<file path="config.mk">
export PLATFORM = sky130hd
export DESIGN_NAME = qos_wrr_arbiter
export DESIGN_NICKNAME = d
export VERILOG_FILES = /design/src/rtl/qos_wrr_arbiter.sv
export SDC_FILE = /design/constraint.sdc
export NUM_CORES = 1
export LEC_CHECK = 0
export ABC_AREA = 0
export BUFFER_PORTS_ARGS = -buffer_cell sky130_fd_sc_hd__clkbuf_2
export CAP_MARGIN = 15
export CORE_MARGIN = 2
export CORE_UTILIZATION = 35
export CTS_CLUSTER_SIZE = 24
export DETAILED_ROUTE_END_ITERATION = 10
export HOLD_SLACK_MARGIN = 0.03
export SYNTH_ARGS = -nofsm -noshare
export SYNTH_HDL_FRONTEND = slang
export SYNTH_SLANG_ARGS = --single-unit
export TNS_END_PERCENT = 20
</file>
<file path="constraint.sdc">
create_clock -name CLOCK -period 4.5 [get_ports CLOCK]
set_input_delay 0.45 -clock CLOCK [delete_from_list [all_inputs] [get_ports CLOCK]]
set_output_delay 0.45 -clock CLOCK [all_outputs]
set_load 0.01 [all_outputs]
</file>
<file path="src/rtl/qos_wrr_arbiter.sv">
// Weighted round-robin arbiter across four QoS class FIFOs.
// Issues one registered one-hot grant per IDLE->GRANT->WAIT cycle.
module qos_wrr_arbiter #(
  parameter int WEIGHT_W = 4
) (
  input  logic                CLOCK,
  input  logic                RESET,
  input  logic [3:0]          EMPTYff,
  input  logic                MAIN_ALMOSTFULL,
  input  logic [WEIGHT_W-1:0] WEIGHT0,
  input  logic [WEIGHT_W-1:0] WEIGHT1,
  input  logic [WEIGHT_W-1:0] WEIGHT2,
  input  logic [WEIGHT_W-1:0] WEIGHT3,
  output logic [3:0]          GRAND,
  output logic                POPDATOCF
);

  typedef enum logic [1:0] {
    S_IDLE  = 2'd0,
    S_GRANT = 2'd1,
    S_WAIT  = 2'd2
  } state_t;

  localparam logic [WEIGHT_W-1:0] ONE  = WEIGHT_W'(1);
  localparam logic [WEIGHT_W-1:0] ZERO = '0;

  state_t              r_state;
  state_t              w_state_nxt;
  logic [1:0]          r_ptr;
  logic [1:0]          w_ptr_nxt;
  logic [WEIGHT_W-1:0] r_credit;
  logic [WEIGHT_W-1:0] w_credit_nxt;
  logic [3:0]          r_grand;
  logic [3:0]          w_grand_nxt;
  logic                r_pop;
  logic                w_pop_nxt;

  logic [WEIGHT_W-1:0] w_weight [4];
  logic [3:0]          w_elig;
  logic                w_found;
  logic [1:0]          w_sel;
  logic [WEIGHT_W-1:0] w_credit_upd;
  logic [1:0]          w_ptr_upd;

  assign w_weight[0] = WEIGHT0;
  assign w_weight[1] = WEIGHT1;
  assign w_weight[2] = WEIGHT2;
  assign w_weight[3] = WEIGHT3;

  always_comb begin
    for (int n = 0; n < 4; n++) begin
      w_elig[n] = !EMPTYff[n] && (w_weight[n] != ZERO);
    end
  end

  // Walk downwards so the class closest to PTR wins.
  always_comb begin
    w_found = 1'b0;
    w_sel   = r_ptr;
    for (int i = 3; i >= 0; i--) begin
      if (w_elig[r_ptr + 2'(i)]) begin
        w_found = 1'b1;
        w_sel   = r_ptr + 2'(i);
      end
    end
  end

  // Continue the current turn, else reload from the sampled weight.
  always_comb begin
    if ((w_sel == r_ptr) && (r_credit != ZERO)) begin
      w_credit_upd = r_credit - ONE;
    end else begin
      w_credit_upd = w_weight[w_sel] - ONE;
    end
    if (w_credit_upd == ZERO) begin
      w_ptr_upd = w_sel + 2'd1;
    end else begin
      w_ptr_upd = w_sel;
    end
  end

  always_comb begin
    w_state_nxt  = r_state;
    w_ptr_nxt    = r_ptr;
    w_credit_nxt = r_credit;
    w_grand_nxt  = 4'b0000;
    w_pop_nxt    = 1'b0;
    case (r_state)
      S_IDLE: begin
        if (!MAIN_ALMOSTFULL && w_found) begin
          w_state_nxt  = S_GRANT;
          w_grand_nxt  = 4'b0001 << w_sel;
          w_pop_nxt    = 1'b1;
          w_ptr_nxt    = w_ptr_upd;
          w_credit_nxt = w_credit_upd;
        end
      end
      S_GRANT: begin
        w_state_nxt = S_WAIT;
      end
      S_WAIT: begin
        w_state_nxt = S_IDLE;
      end
      default: begin
        w_state_nxt = S_IDLE;
      end
    endcase
  end

  always_ff @(posedge CLOCK or posedge RESET) begin
    if (RESET) begin
      r_state  <= S_IDLE;
      r_ptr    <= 2'd0;
      r_credit <= ZERO;
      r_grand  <= 4'b0000;
      r_pop    <= 1'b0;
    end else begin
      r_state  <= w_state_nxt;
      r_ptr    <= w_ptr_nxt;
      r_credit <= w_credit_nxt;
      r_grand  <= w_grand_nxt;
      r_pop    <= w_pop_nxt;
    end
  end

  assign GRAND     = r_grand;
  assign POPDATOCF = r_pop;

endmodule
</file>
==> flow_metrics.py <==
metrics = {
    "clock_network": {
        "root_buffer": "clkbuf_4",
        "cts_tree": "built",
        "post_cts_buffers": 0,
        "ctsResizeCount": 0,
        "clock_latency_ns": 0.27,
        "clockBufferDepth": 2,
        "clk_pin_slew_ns": 0.08,
        "cts.sinks": 13,
        "hold_buffers": 0,
        "htreeDepth": 1,
        "numCtsBuffers": 3,
    },
    "final_layout": {
        "multiInputGateArea_sq_um": 789.5,
        "diodes": 0,
        "syn_to_final_growth_pct": 16.56,
        "fillers": 335,
        "nNetsFinal": 183,
        "drive_gt1_share_pct": 36.60,
        "regArea_sq_um": 325.3,
        "instances_no_fill": 199,
    },
    "drt": {
        "first_pass_iters": 5,
        "vias_per_cell": 5.477,
        "wire_per_inst_um": 14.02,
        "via_count": 1090,
        "drt-initial-drc-count": 62,
        "ant_nets": 0,
        "wl_um": 2789,
        "drc": 0,
    },
    "logic_synthesis": {
        "synth_area_per_cell_sq_um": 9.414,
        "synth_area_leaders": "dfrtp_1 (27%), ha_1 (6.3%), mux4_2 (5.7%), nand3_1 (4.2%), nor4_4 (3.6%)",
        "yosysWarnings": 0,
        "synthFlopType": "dfrtp_1",
        "synth_edf_count": 0,
        "ys_ff_latch": 13,
        "syn_inst": 126,
        "synth_nets": 155,
        "synth_area_leader_cell": "dfrtp_1",
        "syn-cell-area_sq_um": 1186,
        "synth-seq-area-share_pct": 27.43,
        "synthArstFlopShare_pct": 100.0,
        "yosys.area.top_type_share_pct": 27.43,
        "ys_types": 49,
    },
    "sta": {
        "setup_viol": 0,
        "finalSetupTns_ns": 0,
        "slew_viol_final": 0,
        "worst_pin_slew_ns": 0.4717,
        "fin_hold_ws_ns": 0.1581,
        "fmax_mhz": 288.3,
        "hold_violations": 0,
        "min_period_ns": 3.469,
        "finalWorstSetupSlack_ns": 1.031,
        "skew_ns": 0.003530,
        "post-route-period-util_pct": 77.09,
        "max-slew-margin-rel_pct": 68.52,
        "rsz0062_at_grt": "false",
    },
    "setup_path": {
        "cp_data_arrival_time_ns": 3.64,
        "critPathLaunchType": "primary input",
        "endpoint": "r_ptr[1]$_DFFE_PP0P_",
        "r2r-end": "r_ptr[1]$_DFFE_PP0P_",
        "crit_fanout": 7,
        "rrSetupSlack_ns": 1.07,
        "worstSetupPathType": "in -> reg",
        "required_ns": 4.67,
        "cp-end-kind": "flop",
        "r2r-start": "r_ptr[1]$_DFFE_PP0P_",
        "crit_start": "WEIGHT0[0]",
        "r2r_cells": 15,
    },
    "power_and_ir_drop": {
        "max-vdd-ir-drop_mv": 0.1881,
        "design_power_total_mw": 0.8012,
        "pwr_density_cell_nw_per_um2": 579.5,
        "power_leakage_nw": 0.6046,
    },
    "place": {
        "dp_slack_ns": 0.7613,
        "hpwl_um": 2305,
        "routabilityCongestion": 0.8086,
        "place_inst": 195,
        "io_buffers": 27,
    },
    "floorplanning": {
        "rows": 21,
        "fp.dieW_um": 62.22,
        "io_pins": 28,
        "die_area_sq_um": 3871,
        "die_h_um": 62.22,
        "core_area_sq_um": 3284,
        "start_util_pct": 36.11,
    },
    "global_route": {
        "grt_pass1_vias": 1059,
        "grt-ovfl-total": 0,
        "grt_max_degree": 14,
        "grt_pass1_wl_um": 4733,
        "grt.total_usage_pct": 14.98,
        "antenna_found_initial": 0,
    },
    "worst_hold_path": {
        "hp-class": "in -> async",
    },
    "status": {
        "status": "complete, no violations",
    },
    "run": {
        "cap_violations": 0,
    },
}
through the flow:
step | util, % | cell area [sq um]
after floorplan | - | 1186
after global placement | 41.26 | 1355
after detailed placement | 41.26 | 1355
after CTS | 42.10 | 1383
after global routing | 42.10 | 1383
final | 42.10 | 1383
worst min-delay path by stage:
stage | endpoint | slack (ns)
floorplan | GRAND[0]$_DFF_PP0_ | 0.33
global placement | r_state[1]$_DFFE_PP0P_ | 0.41
detailed placement | r_state[1]$_DFFE_PP0P_ | 0.42
CTS | r_ptr[1]$_DFFE_PP0P_ | 0.17
global route | r_ptr[1]$_DFFE_PP0P_ | 0.19
finish | r_ptr[1]$_DFFE_PP0P_ | 0.16
flip-flops by register name, summed over array words and instances (netlist names):
name / count
GRAND: 4
POPDATOCF: 1
r_credit: 4
r_ptr: 2
r_state: 2
cell type report:
class                   count  share of cell area (%)
multi-input cells          97                   57.10
repair buffers             27                   9.774
clock inverters             1                  0.3620
flip-flops and latches     13                   23.53
clock buffers               3                   1.629
inverters                  12                   3.439
well taps                  46                   4.163
cells in the mapped netlist (all sizes together), types with 2 or more instances:
| library cell | instances |
|---|---|
| nand2 | 7 |
| o221ai | 2 |
| buf | 2 |
| ha | 6 |
| a31oi | 7 |
| mux4 | 3 |
| o211ai | 2 |
| and2 | 4 |
| o21ai | 7 |
| nor4 | 7 |
| a21oi | 2 |
| dfrtp | 13 |
| nand4 | 3 |
| or4 | 2 |
| or2 | 3 |
| nor3 | 3 |
| nand3 | 10 |
| o22ai | 2 |
| nor2 | 10 |
| o2111ai | 2 |
| clkbuf | 2 |
| inv | 11 |
report_power, final:
group	internal [mW]	total (mW)	switching (mW)
combinational	0.221	0.536	0.315
clock	0.0329	0.0702	0.0373
sequential	0.153	0.195	0.0427
total	0.406	0.801	0.395
cell families (layout without fill, tap and decap cells):
kind of cell    Yosys count  after routing  synth area share (%)
simple gates             53             53                 27.74
fa+ha+maj                 6              6                 6.329
mux                       5              5                 8.544
compound gates           32             32                 23.21
xor+xnor                  1              1                0.7385
flops                    13             13                 27.43
buf+inv                  16             43                 6.013
layer usage:
layer	vias up	wire, um	global-route usage, %
met3	2	205	2.174
met2	54	1304	23.78
met5	-	0	0
met1	488	1272	21.09
li1	546	-	-
met4	0	6	4.722
worst max-delay path, stage by stage:
cell,delay [ns]
clkbuf_2,0.11
nor4_4,0.46
o22ai_2,0.20
o211ai_2,0.16
and3_1,0.36
inv_4,0.10
mux4_2,0.46
mux2i_4,0.23
inv_1,0.09
ha_1,0.25
nand2b_1,0.10
nor3_1,0.05
a31oi_1,0.16
o311a_1,0.24
a32oi_1,0.13
o311ai_1,0.11
cell usage in the layout, fill, tap and decap left out, drive strengths merged, types with 2 or more instances in the layout:
master,n
clkbuf,30
dfrtp,13
inv,11
nand3,10
nor2,10
nand2,7
a31oi,7
o21ai,7
nor4,7
ha,6
and2,4
nor3,3
mux4,3
or2,3
nand4,3
or4,2
o211ai,2
o221ai,2
o22ai,2
clkinv,2
a21oi,2
o2111ai,2
(Power assumes the default switching activity.)
